==> src/rtl/fwd_hazard_pkg.sv <==
// rtl/fwd_hazard_pkg.sv - shared select encodings and scoreboard entry type for fwd_hazard_ctrl
package fwd_hazard_pkg;

   localparam int ENT_DST_W  = 8;
   localparam int ENT_CNT_W  = 8;
   localparam int FWD_SEL_RF = 0;

   typedef struct packed {
      logic                 valid;
      logic [ENT_DST_W-1:0] dst;
      logic [ENT_CNT_W-1:0] cnt;
   } fwd_entry_t;

   function automatic int sel_w(input int num_fwd);
      return $clog2(num_fwd + 2);
   endfunction

   function automatic int fwd_sel_long(input int num_fwd);
      return num_fwd + 1;
   endfunction

endpackage

==> src/rtl/fwd_pend_entry.sv <==
// rtl/fwd_pend_entry.sv - one long-latency scoreboard entry with countdown and address match
module fwd_pend_entry
   import fwd_hazard_pkg::*;
#(
   parameter int ADDR_W   = 5,
   parameter int NUM_SRC  = 2,
   parameter int LONG_LAT = 4
) (
   input  logic                      clk,
   input  logic                      reset,
   input  logic                      alloc_i,
   input  logic [ADDR_W-1:0]         alloc_dst_i,
   input  logic [NUM_SRC*ADDR_W-1:0] src_addr_i,
   input  logic [ADDR_W-1:0]         iss_dst_i,
   output logic                      valid_o,
   output logic                      retire_o,
   output logic [ADDR_W-1:0]         dst_o,
   output logic [NUM_SRC-1:0]        eq_any_o,
   output logic [NUM_SRC-1:0]        eq_ready_o,
   output logic                      iss_eq_o
);

   fwd_entry_t ent_q, ent_d;

   always_comb begin
      ent_d = ent_q;
      if (alloc_i) begin
         ent_d.valid = 1'b1;
         ent_d.dst   = ENT_DST_W'(alloc_dst_i);
         ent_d.cnt   = ENT_CNT_W'(LONG_LAT);
      end else if (ent_q.valid) begin
         if (ent_q.cnt == ENT_CNT_W'(1)) begin
            ent_d = '0;
         end else begin
            ent_d.cnt = ent_q.cnt - ENT_CNT_W'(1);
         end
      end
   end

   always_ff @(posedge clk or negedge reset) begin
      if (!reset) begin
         ent_q <= '0;
      end else begin
         ent_q <= ent_d;
      end
   end

   assign valid_o  = ent_q.valid;
   assign retire_o = ent_q.valid && (ent_q.cnt == ENT_CNT_W'(1));
   assign dst_o    = ent_q.dst[ADDR_W-1:0];
   assign iss_eq_o = ent_q.valid && (ent_q.dst == ENT_DST_W'(iss_dst_i));

   always_comb begin
      logic hit;
      hit        = 1'b0;
      eq_any_o   = '0;
      eq_ready_o = '0;
      for (int i = 0; i < NUM_SRC; i++) begin
         hit           = ent_q.valid && (ent_q.dst == ENT_DST_W'(src_addr_i[i*ADDR_W +: ADDR_W]));
         eq_any_o[i]   = hit;
         eq_ready_o[i] = hit && retire_o;
      end
   end

endmodule

==> src/rtl/fwd_hazard_ctrl.sv <==
// rtl/fwd_hazard_ctrl.sv - EX operand forwarding selects, load-use and long-op scoreboard stalls
// Optional FWD_HAZARD_STATS_EN adds saturating stall/WAW cycle counters.
module fwd_hazard_ctrl
   import fwd_hazard_pkg::*;
#(
   parameter int ADDR_W   = 5,
   parameter int NUM_SRC  = 2,
   parameter int NUM_FWD  = 2,
   parameter int LONG_LAT = 4,
   parameter int MAX_PEND = 2
) (
   input  logic                               clk,
   input  logic                               reset,
   input  logic [NUM_SRC-1:0]                 src_valid,
   input  logic [NUM_SRC*ADDR_W-1:0]          src_addr,
   input  logic [NUM_FWD-1:0]                 fwd_we,
   input  logic [NUM_FWD*ADDR_W-1:0]          fwd_addr,
   input  logic [NUM_FWD-1:0]                 fwd_is_load,
   input  logic                               iss_valid,
   input  logic                               iss_we,
   input  logic                               iss_long,
   input  logic [ADDR_W-1:0]                  iss_dst,
   output logic [NUM_SRC*sel_w(NUM_FWD)-1:0]  fwd_sel,
   output logic                               stall,
   output logic                               long_wb_valid,
   output logic [ADDR_W-1:0]                  long_wb_addr,
   output logic                               pend_full,
`ifdef FWD_HAZARD_STATS_EN
   output logic [$clog2(MAX_PEND+1)-1:0]      pend_count,
   output logic [31:0]                        stat_stall_cycles,
   output logic [31:0]                        stat_waw_stalls
`else
   output logic [$clog2(MAX_PEND+1)-1:0]      pend_count
`endif
);

   localparam int SEL_W = sel_w(NUM_FWD);
   localparam int CNT_W = $clog2(MAX_PEND + 1);
   localparam logic [SEL_W-1:0] SEL_RF   = SEL_W'(FWD_SEL_RF);
   localparam logic [SEL_W-1:0] SEL_LONG = SEL_W'(fwd_sel_long(NUM_FWD));

   if (LONG_LAT <= NUM_FWD) begin : g_bad_lat
      $error("fwd_hazard_ctrl: LONG_LAT must exceed NUM_FWD");
   end
   if (LONG_LAT > 255 || ADDR_W > ENT_DST_W) begin : g_bad_width
      $error("fwd_hazard_ctrl: LONG_LAT or ADDR_W exceeds scoreboard field width");
   end
   if (MAX_PEND < 1 || MAX_PEND > 8) begin : g_bad_pend
      $error("fwd_hazard_ctrl: MAX_PEND must be 1..8");
   end

   logic [MAX_PEND-1:0]               ent_valid, ent_retire, ent_iss_eq, ent_alloc;
   logic [MAX_PEND-1:0][NUM_SRC-1:0]  ent_eq_any, ent_eq_ready;
   logic [MAX_PEND-1:0][ADDR_W-1:0]   ent_dst;

   logic [NUM_SRC-1:0][SEL_W-1:0]     sel_raw;
   logic [NUM_SRC-1:0]                src_live, src_wait;
   logic                              load_use, raw_haz, waw_haz, struct_haz, stall_raw;
   logic                              alloc_ok, full_raw, wb_valid_raw;
   logic [ADDR_W-1:0]                 wb_addr_raw;
   logic [CNT_W-1:0]                  count_raw;
   logic                              unused_load_hi;

   // Only stage 0 load data is unavailable; older stages can always forward.
   assign unused_load_hi = ^fwd_is_load;

   for (genvar e = 0; e < MAX_PEND; e++) begin : g_ent
      fwd_pend_entry #(
         .ADDR_W   (ADDR_W),
         .NUM_SRC  (NUM_SRC),
         .LONG_LAT (LONG_LAT)
      ) u_ent (
         .clk         (clk),
         .reset       (reset),
         .alloc_i     (ent_alloc[e]),
         .alloc_dst_i (iss_dst),
         .src_addr_i  (src_addr),
         .iss_dst_i   (iss_dst),
         .valid_o     (ent_valid[e]),
         .retire_o    (ent_retire[e]),
         .dst_o       (ent_dst[e]),
         .eq_any_o    (ent_eq_any[e]),
         .eq_ready_o  (ent_eq_ready[e]),
         .iss_eq_o    (ent_iss_eq[e])
      );
   end

   always_comb begin
      logic [ADDR_W-1:0] a;
      logic              rdy, wt;
      a        = '0;
      rdy      = 1'b0;
      wt       = 1'b0;
      sel_raw  = '0;
      src_live = '0;
      src_wait = '0;
      for (int i = 0; i < NUM_SRC; i++) begin
         a   = src_addr[i*ADDR_W +: ADDR_W];
         rdy = 1'b0;
         wt  = 1'b0;
         for (int e = 0; e < MAX_PEND; e++) begin
            rdy = rdy | ent_eq_ready[e][i];
            wt  = wt | (ent_eq_any[e][i] & ~ent_retire[e]);
         end
         src_live[i] = src_valid[i] && (a != '0);
         src_wait[i] = wt;
         sel_raw[i]  = SEL_RF;
         if (src_live[i]) begin
            if (rdy) begin
               sel_raw[i] = SEL_LONG;
            end else begin
               // Descending scan so the youngest matching stage wins.
               for (int k = NUM_FWD - 1; k >= 0; k--) begin
                  if (fwd_we[k] && (fwd_addr[k*ADDR_W +: ADDR_W] == a)) begin
                     sel_raw[i] = SEL_W'(k + 1);
                  end
               end
            end
         end
      end
   end

   always_comb begin
      count_raw = '0;
      for (int e = 0; e < MAX_PEND; e++) begin
         count_raw = count_raw + CNT_W'(ent_valid[e]);
      end
      full_raw = (count_raw == CNT_W'(MAX_PEND));
   end

   always_comb begin
      load_use = 1'b0;
      raw_haz  = 1'b0;
      for (int i = 0; i < NUM_SRC; i++) begin
         if (src_live[i] && (sel_raw[i] == SEL_W'(1)) && fwd_is_load[0]) load_use = 1'b1;
         if (src_live[i] && src_wait[i]) raw_haz = 1'b1;
      end
      waw_haz    = iss_valid && iss_we && (iss_dst != '0) && (|ent_iss_eq);
      struct_haz = iss_valid && iss_long && full_raw;
      stall_raw  = load_use || raw_haz || waw_haz || struct_haz;
   end

   always_comb begin
      logic taken;
      taken     = 1'b0;
      alloc_ok  = iss_valid && iss_long && iss_we && (iss_dst != '0) && !stall_raw;
      ent_alloc = '0;
      for (int e = 0; e < MAX_PEND; e++) begin
         if (!taken && !ent_valid[e]) begin
            ent_alloc[e] = alloc_ok;
            taken        = 1'b1;
         end
      end
   end

   always_comb begin
      wb_valid_raw = |ent_retire;
      wb_addr_raw  = '0;
      for (int e = 0; e < MAX_PEND; e++) begin
         if (ent_retire[e]) wb_addr_raw = wb_addr_raw | ent_dst[e];
      end
   end

   // Outputs are held at zero for the whole reset window, combinational ones included.
   assign fwd_sel       = reset ? sel_raw : '0;
   assign stall         = reset && stall_raw;
   assign long_wb_valid = reset && wb_valid_raw;
   assign long_wb_addr  = reset ? wb_addr_raw : '0;
   assign pend_full     = reset && full_raw;
   assign pend_count    = reset ? count_raw : '0;

`ifdef FWD_HAZARD_STATS_EN
   logic [31:0] stall_cnt_q, stall_cnt_d, waw_cnt_q, waw_cnt_d;

   always_comb begin
      stall_cnt_d = stall_cnt_q;
      waw_cnt_d   = waw_cnt_q;
      if (stall_raw && (stall_cnt_q != '1)) stall_cnt_d = stall_cnt_q + 32'd1;
      if (waw_haz && (waw_cnt_q != '1))     waw_cnt_d   = waw_cnt_q + 32'd1;
   end

   always_ff @(posedge clk or negedge reset) begin
      if (!reset) begin
         stall_cnt_q <= '0;
         waw_cnt_q   <= '0;
      end else begin
         stall_cnt_q <= stall_cnt_d;
         waw_cnt_q   <= waw_cnt_d;
      end
   end

   assign stat_stall_cycles = stall_cnt_q;
   assign stat_waw_stalls   = waw_cnt_q;
`endif

endmodule

==> config.mk <==
export PLATFORM = sky130hd
export DESIGN_NAME = fwd_hazard_ctrl
export DESIGN_NICKNAME = d
export VERILOG_FILES = /design/src/rtl/fwd_hazard_pkg.sv /design/src/rtl/fwd_pend_entry.sv /design/src/rtl/fwd_hazard_ctrl.sv
export SDC_FILE = /design/constraint.sdc
export NUM_CORES = 1
export LEC_CHECK = 0
export CAP_MARGIN = 0
export CORE_MARGIN = 8
export CORE_UTILIZATION = 52
export CTS_CLUSTER_DIAMETER = 80
export CTS_CLUSTER_SIZE = 16
export DETAILED_ROUTE_END_ITERATION = 16
export PLACE_DENSITY_LB_ADDON = 0.05
export SLEW_MARGIN = 20
export SYNTH_ARGS = -nofsm -noshare
export SYNTH_HDL_FRONTEND = slang
export SYNTH_SLANG_ARGS = --single-unit
==> constraint.sdc <==
create_clock -name clk -period 5.48 [get_ports clk]
set_clock_uncertainty 0.1 [all_clocks]
set_input_delay 1.644 -clock clk [delete_from_list [all_inputs] [get_ports clk]]
set_output_delay 1.644 -clock clk [all_outputs]
set_load 0.01 [all_outputs]
==> impl_results.md, run 1 <==
- Status: finished clean
- Initial antenna violation count: 0
- Design Power: 0.0007852 W
- Grt met2 use: 31.16%
- Worst path slowest cell: or4_1
- Critical Path Source Type: input port
- Grt met3 use: under 10%
- RR Endpoint: g_ent[0].u_ent.dst_o[1]$_DFFE_PN0P_
- Number of global-route vias before repair: ~2.3k
- Synth Flop Type: dfrtp_1
- Post-route cell area: 3211 um^2
- Overall routing resource usage: roughly 18%
- Final worst slack: about 0.075 ns
- First-pass GRT wire length: 10830 um
- DP HPWL: 4902 um
- Worst Hold Path EP: g_ent[1].u_ent.ent_q[1]$_DFFE_PN0P_
- Clk_lat worst skew: about 0.28 ns
- Crit end category: output pin
- Synth top area cells: dfrtp_1, xnor2_1, xor2_1, mux2i_1, nand2_1
- Psw: between 0.0002 and 0.0003 W
- CTS buffer count: 3
- Critical path's top delay family: simple AND/OR/NAND/NOR gates
- Placement Setup Slack: -0.3511 ns
- Worst hold start: g_ent[1].u_ent.ent_q[1]$_DFFE_PN0P_
- Row Count: 25
- Pwr/cell area: 244.6 nW/um^2
- Grt ovf: 0
- Initial cell density of the core: roughly 53%
- H-tree depth: 1
- Top cells by count, synth: xnor2_1, xor2_1, dfrtp_1
- Die height: 84.43 um
- Ys async rst share: 100.0%
- Nets: 390
- Kind of critical path: in -> out
- Most frequent cell after synthesis: xnor2_1
- Max_cap viols: 0
- CP required: around 3.7 ns
- Arr. time, crit path: approximately 3.7 ns
- WHS Path Cells: 2
- WL/cell: roughly 16 um
- Share of the synthesized area in the top cell type: ~29%
- GP Congestion: about 0.85
- Critical path fanouts, max: 4
- Max-slew headroom: between 50% and 60%
- Clock power share: between 20% and 30%
- Worst hold path type: reg -> reg
- Area grow syn2layout: 31.86%
- CTS Buffer Depth: 2
- Layer with the highest usage: met2
- Cell Int Power: between 0.0005 and 0.0006 W
- Die W: 84.43 um
- R2r worst-path depth: 12
- Die ar.: approximately 7100 um^2
- Unique masters post-synth: between 40 and 50
- CTS tree: done
- Initial DRC count: between 100 and 150
- Largest net degree at the start of global routing: 40
- Max-slew violation count: 0
- Fillers: 400
- Slowest stage delay, CP: between 0.5 and 0.6 ns
- Leakage power: between 1 and 1.5 nW
- Via count: roughly 2.2k
- Remaining antenna violation count: 0
- Sequential share of the synthesized area: 28.78%
- Routed Wire Length: roughly 6400 um
- Flop2flop setup slack: just over 2 ns
- Tcrit/Tclk final: between 90% and 100%
- Final hold vios: 0
- Placeable core area: 4629 um^2
- Core Util, Final: a little over two thirds
- Net count after synthesis: 330
- Crit-path cells: clkdlybuf4s50_1, or4_1, o21a_1, nor3b_1, o21ai_1, nand2_1, o31a_1, buf_2
- Maximum vdd drop: roughly 0.00013 V
- Synth Cell Area: 2435 um^2
- Bufs and invs on worst path: 2
- PortBufs: 48
- Unrepaired setup endpoints after global routing: no
- Post-Layout Cell Count: 401
- Synth Area per Inst: ~8.5 um^2
- Tmin final: 5.405 ns
- Residual DRC count: 0
- Critical R2R Launch: g_ent[1].u_ent.ent_q[1]$_DFFE_PN0P_
- # IOs: 50
- Clk sinks: 28
- #FFs+latches synth: 28
- Switching Fraction: a little over a third
- Share of layout cells above drive strength 1: 14.12%
- Max Clk Rate: 185.0 MHz
- Diode count: 0
- Placed instance count: 394
- Vias/cell: approximately 5.4
- Met1 Usage GRT: 22.76%
- Cell taking the most area after synthesis: dfrtp_1
- DRT Pass-1 Iters: 4
- Slew @ Worst Pin: 0.6871 ns
- Post-synth EDFFs: 0
- Setup-failing EPs final: 0
- Logic pwr share: between 30% and 40%
- Clk root buf: clkbuf_8
- Ys Warns: 0
- Seq pwr share: around two fifths
- Dpl cell area: 3090 um^2
- CTS clk-pin slew, worst paths: around 0.10 ns
- Cell count after synthesis: around 290
worst max-delay path by stage:
stage / start / cells after the start / slack (ns) / end
floorplan: src_addr[7] / 7 / 0.50 / stall
global placement: src_addr[8] / 8 / -0.36 / stall
detailed placement: src_addr[6] / 9 / -0.35 / stall
CTS: src_addr[6] / 8 / 0.04 / stall
global route: src_addr[4] / 8 / 0.01 / stall
finish: src_addr[4] / 8 / 0.08 / stall
registers in the layout, indices dropped and copies added, names as in the netlist:
name / flops
g_ent.u_ent.dst_o: 10
g_ent.u_ent.ent_q: 16
g_ent.u_ent.valid_o: 2
layer usage:
layer | routed length (um) | up-vias
met3 | 331 | 4
met2 | 3077 | 47
met5 | 0 | -
met4 | 44 | 0
li1 | - | 1102
met1 | 2911 | 1030
metrics by stage:
| stage | hold WS (ns) | setup TNS, ns |
|---|---|---|
| global route | 0.4983 | 0 |
| floorplan | 0.4066 | 0 |
| finish | 0.4547 | 0 |
| detailed placement | 0.4341 | -0.9199 |
| CTS | 0.4580 | 0 |
| global placement | 0.4271 | -0.8327 |
logic make-up (layout without fill, tap and decap cells):
family                     Yosys count  in the layout  share of synthesized area, %
AOI/OAI and AO/OA                   45             45                         13.62
xor gates and xnor gates            59             59                         21.22
and+or+nand+nor                     96             96                         21.07
adders and majority gates            6              6                         3.083
muxes                               10             10                         4.111
DFF                                 28             28                         28.78
buffers and inverters               44            103                         8.118
repair_timing:
| action | in CTS | in global routing |
|---|---|---|
| gates resized for setup | 11 | 6 |
| hold buffers | 0 | 0 |
| hold endpoints to repair | 0 | 0 |
| buffers inserted | 2 | 1 |
| endpoints found under the setup margin | 5 | 1 |
| pin swaps | 1 | 5 |
cells in the final DEF (no fill, tap or decap), drive strengths merged, types with 4 or more instances in the layout:
master | synthesis | final
a21oi | 8 | 8
a22oi | 10 | 10
buf | 8 | 34
clkdlybuf4s50 | 0 | 39
dfrtp | 28 | 28
dlygate4sd2 | 0 | 5
ha | 6 | 6
inv | 18 | 18
mux2i | 10 | 10
nand2 | 25 | 25
nand3 | 8 | 8
nand4 | 7 | 7
nor2 | 17 | 17
nor2b | 7 | 7
nor3 | 12 | 12
nor4 | 7 | 7
o21a | 5 | 5
o21ai | 4 | 4
o32ai | 7 | 7
xnor2 | 30 | 30
xor2 | 29 | 29
tightest hold or removal path, cell delays in order (launching register included):
cell and delay (ns):
dfrtp_1 0.38, a21oi_1 0.07, nor2_1 0.07
layout make-up:
| cell class | count | area, um^2 | share of cell area [%] |
|---|---|---|---|
| Sequential cell | 28 | 700.7 | 21.82 |
| Clock buffer | 3 | 41.29 | 1.286 |
| Inverter | 18 | 67.56 | 2.104 |
| Multi-Input combinational cell | 216 | 1563 | 48.68 |
| Timing Repair Buffer | 81 | 740.7 | 23.07 |
| Tap cell | 54 | 67.56 | 2.104 |
| Clock inverter | 1 | 30.03 | 0.9353 |
power by group through the flow:
| stage | clock (W) | combinational [W] | sequential (W) |
|---|---|---|---|
| after detailed placement | 0 | 0.000293 | 0.000319 |
| after global placement | 0 | 0.000287 | 0.000317 |
| final | 0.000164 | 0.000305 | 0.000316 |
| after global routing | 0.000177 | 0.000345 | 0.000325 |
| after floorplan | 0 | 0.000223 | 0.000285 |
| after CTS | 0.000168 | 0.000304 | 0.000315 |
No activity file was read; power rests on OpenSTA's default activity.
==> run 2, diff against run 1 <==
Settings changed: HOLD_SLACK_MARGIN set to 0.12.
==> results of run 2 <==
Final layout, timing and power as in run 1 (identical DEF).
==> run 3, diff against run 2 <==
Settings changed: GPL_TIMING_DRIVEN set to 0.
==> impl_results.md, run 3 (same netlist as run 1, synthesis figures left out) <==
- Status: finished clean
- Placeable core area: 4629 um^2 (unchanged)
- Initial DRC count: 111 (+4.7%)
- Max-slew violation count: 0 (unchanged)
- Max Clk Rate: 187.8 MHz (+1.5%)
- Pwr/cell area: 257.2 nW/um^2 (+5.2%)
- Unrepaired setup endpoints after global routing: no
- Grt met3 use: 3.512% (-0.098 points)
- H-tree depth: 1 (unchanged)
- CTS clk-pin slew, worst paths: 0.10 ns (about the same)
- Remaining antenna violation count: 0 (unchanged)
- Clk sinks: 28 (unchanged)
- Max-slew headroom: 53.52% (about the same)
- Setup_tns: 0 ns (unchanged)
- Post-route cell area: 2969 um^2 (-7.5%)
- Vias/cell: 5.603 (+2.9%)
- DP HPWL: 4903 um (about the same)
- Dpl cell area: 2878 um^2 (-6.9%)
- Most common cell after layout, fill and taps aside: clkdlybuf4s50_1
- Number of flip-flops under the largest register name: 16 (unchanged)
- CTS buffer count: 3 (unchanged)
- RR Endpoint: g_ent[1].u_ent.dst_o[2]$_DFFE_PN0P_
- Met1 Usage GRT: 22.60% (-0.16 points)
- Largest net degree at the start of global routing: 31 (-23%)
- Via count: 2157 (-1.2%)
- Slew @ Worst Pin: 0.6875 ns (+0.0004034 ns)
- Die ar.: 7128 um^2 (unchanged)
- CP required: 3.74 ns (about the same)
- Die height: 84.43 um (unchanged)
- DRT Pass-1 Iters: 4 (unchanged)
- Diode count: 0 (unchanged)
- Fillers: 424 (+6.0%)
- Crit end category: output pin
- Layer with the highest usage: met2
- CP Capture Point: stall
- Area grow syn2layout: 21.94%
- Kind of critical path: in -> out
- Residual DRC count: 0 (unchanged)
- R2r worst-path depth: 10 (-2)
- Critical R2R Launch: g_ent[1].u_ent.ent_q[1]$_DFFE_PN0P_
- Critical Path Start: src_addr[8]
- Number of global-route vias before repair: 2167 (-4.9%)
- Leakage power: 1.175 nW (-14%)
- Multi-input gate area: 1551 um^2 (-0.72%)
- PortBufs: 38 (-21%)
- Grt ovf: 0 (unchanged)
- Final hold vios: 0 (unchanged)
- Register area: 700.7 um^2 (unchanged)
- First-pass GRT wire length: 10330 um (-4.6%)
- Row Count: 25 (unchanged)
- Nets: 374 (-4.1%)
- Share of layout cells above drive strength 1: 6.647% (-7.5 points)
- Clk root buf: clkbuf_8
- Grt met2 use: 29.51% (-1.6 points)
- Top reg by flops: g_ent.u_ent.ent_q
- Max_cap viols: 0 (unchanged)
- Placed instance count: 380 (-3.6%)
- Setup-failing EPs final: 0 (unchanged)
- Core Util, Final: 64.14% (-5.2 points)
- Tmin final: 5.325 ns (-0.07966 ns)
- Maximum vdd drop: 0.0001380 V (+6.1%)
- Clk_lat worst skew: 0.28 ns (about the same)
- Initial antenna violation count: 0 (unchanged)
- Hold-fix buffer count after cts: 0 (unchanged)
- Overall routing resource usage: 17.52% (-0.68 points)
- Critical path fanouts, max: 5 (+1)
- Arr. time, crit path: 3.58 ns (-0.08 ns)
- # IOs: 50 (unchanged)
- Initial cell density of the core: 52.59% (unchanged)
- CTS Buffer Depth: 2 (unchanged)
- Die W: 84.43 um (unchanged)
- Worst hold path type: reg -> reg
- CTS tree: done
- Design Power: 0.0007638 W (-2.7%)
- GP Congestion: 0.8951 (+5.1%)
- Most frequent cells in the layout: clkdlybuf4s50_1, xnor2_1, xor2_1, dfrtp_1, nand2_1
- Post-Layout Cell Count: 385 (-4.0%)
- WL/cell: 16.36 um (+3.1%)
- Tcrit/Tclk final: 97.18% (-1.5 points)
- Routed Wire Length: 6299 um (-1.0%)
- Flop2flop setup slack: 2.39 ns (+0.33 ns)
- Critical Path Source Type: input port
[run 3: cell types whose count changed in the layout (fill, tap and decap cells not counted), sizes merged]
cell and delta:
clkbuf +18, dlymetal6s2s -3, clkdlybuf4s50 -4, buf -24, dlygate4sd2 -3
[run 3: worst min-delay path by stage]
stage | from | end | slack (ns) | cells after the start
2_1_floorplan | g_ent[1].u_ent.ent_q[4]$_DFFE_PN0P_ | g_ent[1].u_ent.ent_q[4]$_DFFE_PN0P_ | 0.41 | 2
3_3_place_gp | g_ent[1].u_ent.ent_q[4]$_DFFE_PN0P_ | g_ent[1].u_ent.ent_q[4]$_DFFE_PN0P_ | 0.43 | 2
3_5_place_dp | g_ent[1].u_ent.ent_q[4]$_DFFE_PN0P_ | g_ent[1].u_ent.ent_q[4]$_DFFE_PN0P_ | 0.44 | 2
4_1_cts | g_ent[0].u_ent.ent_q[0]$_DFFE_PN0P_ | g_ent[0].u_ent.ent_q[0]$_DFFE_PN0P_ | 0.47 | 1
5_1_grt | g_ent[0].u_ent.ent_q[0]$_DFFE_PN0P_ | g_ent[0].u_ent.ent_q[0]$_DFFE_PN0P_ | 0.50 | 1
6_report | g_ent[0].u_ent.ent_q[0]$_DFFE_PN0P_ | g_ent[0].u_ent.ent_q[0]$_DFFE_PN0P_ | 0.46 | 1
[run 3: cell type report]
class | count | area share, %
clock inverters | 1 | 1.011
repair buffers | 39 | 12.81
multi-input cells | 216 | 52.25
well taps | 54 | 2.276
clock buffers | 3 | 1.391
inverters | 18 | 2.276
flip-flops and latches | 28 | 23.60
plain buffers | 26 | 4.383
[run 3: repair_timing]
| item | 4_1_cts | 5_1_grt |
|---|---|---|
| setup endpoints to repair | 1 | 0 |
| buffers inserted | 1 | 0 |
| resized for setup | 5 | 0 |
[run 3: stage by stage]
stage / setup slack (ns) / hold slack (ns)
floorplan: 0.5028 / 0.4066
global placement: -0.6460 / 0.4316
detailed placement: -0.2187 / 0.4436
CTS: 0.1564 / 0.4671
global route: 0.01835 / 0.5048
finish: 0.1547 / 0.4620
[run 3: report_power, final]
part           total [W]  internal, W  leakage [nW]  switching [W]
Combinational   0.000305     0.000138         0.848       0.000166
Clock           0.000168    0.0000980        0.0357      0.0000699
Sequential      0.000291     0.000253         0.291      0.0000386
Total           0.000764     0.000489          1.17       0.000275
[run 3: critical path, stage by stage]
cell and delay, ns:
clkbuf_1 0.17, or4_4 0.52, o21a_1 0.21, and4_1 0.19, a41oi_2 0.21, nand2_1 0.08
o31a_1 0.28, dlygate4sd2_1 0.28
[run 3: layer usage]
| layer | vias to the layer above | wire, um |
|---|---|---|
| met5 | - | 0 |
| met2 | 50 | 2970 |
| li1 | 1071 | - |
| met1 | 1031 | 2994 |
| met3 | 5 | 300 |
| met4 | 0 | 34 |
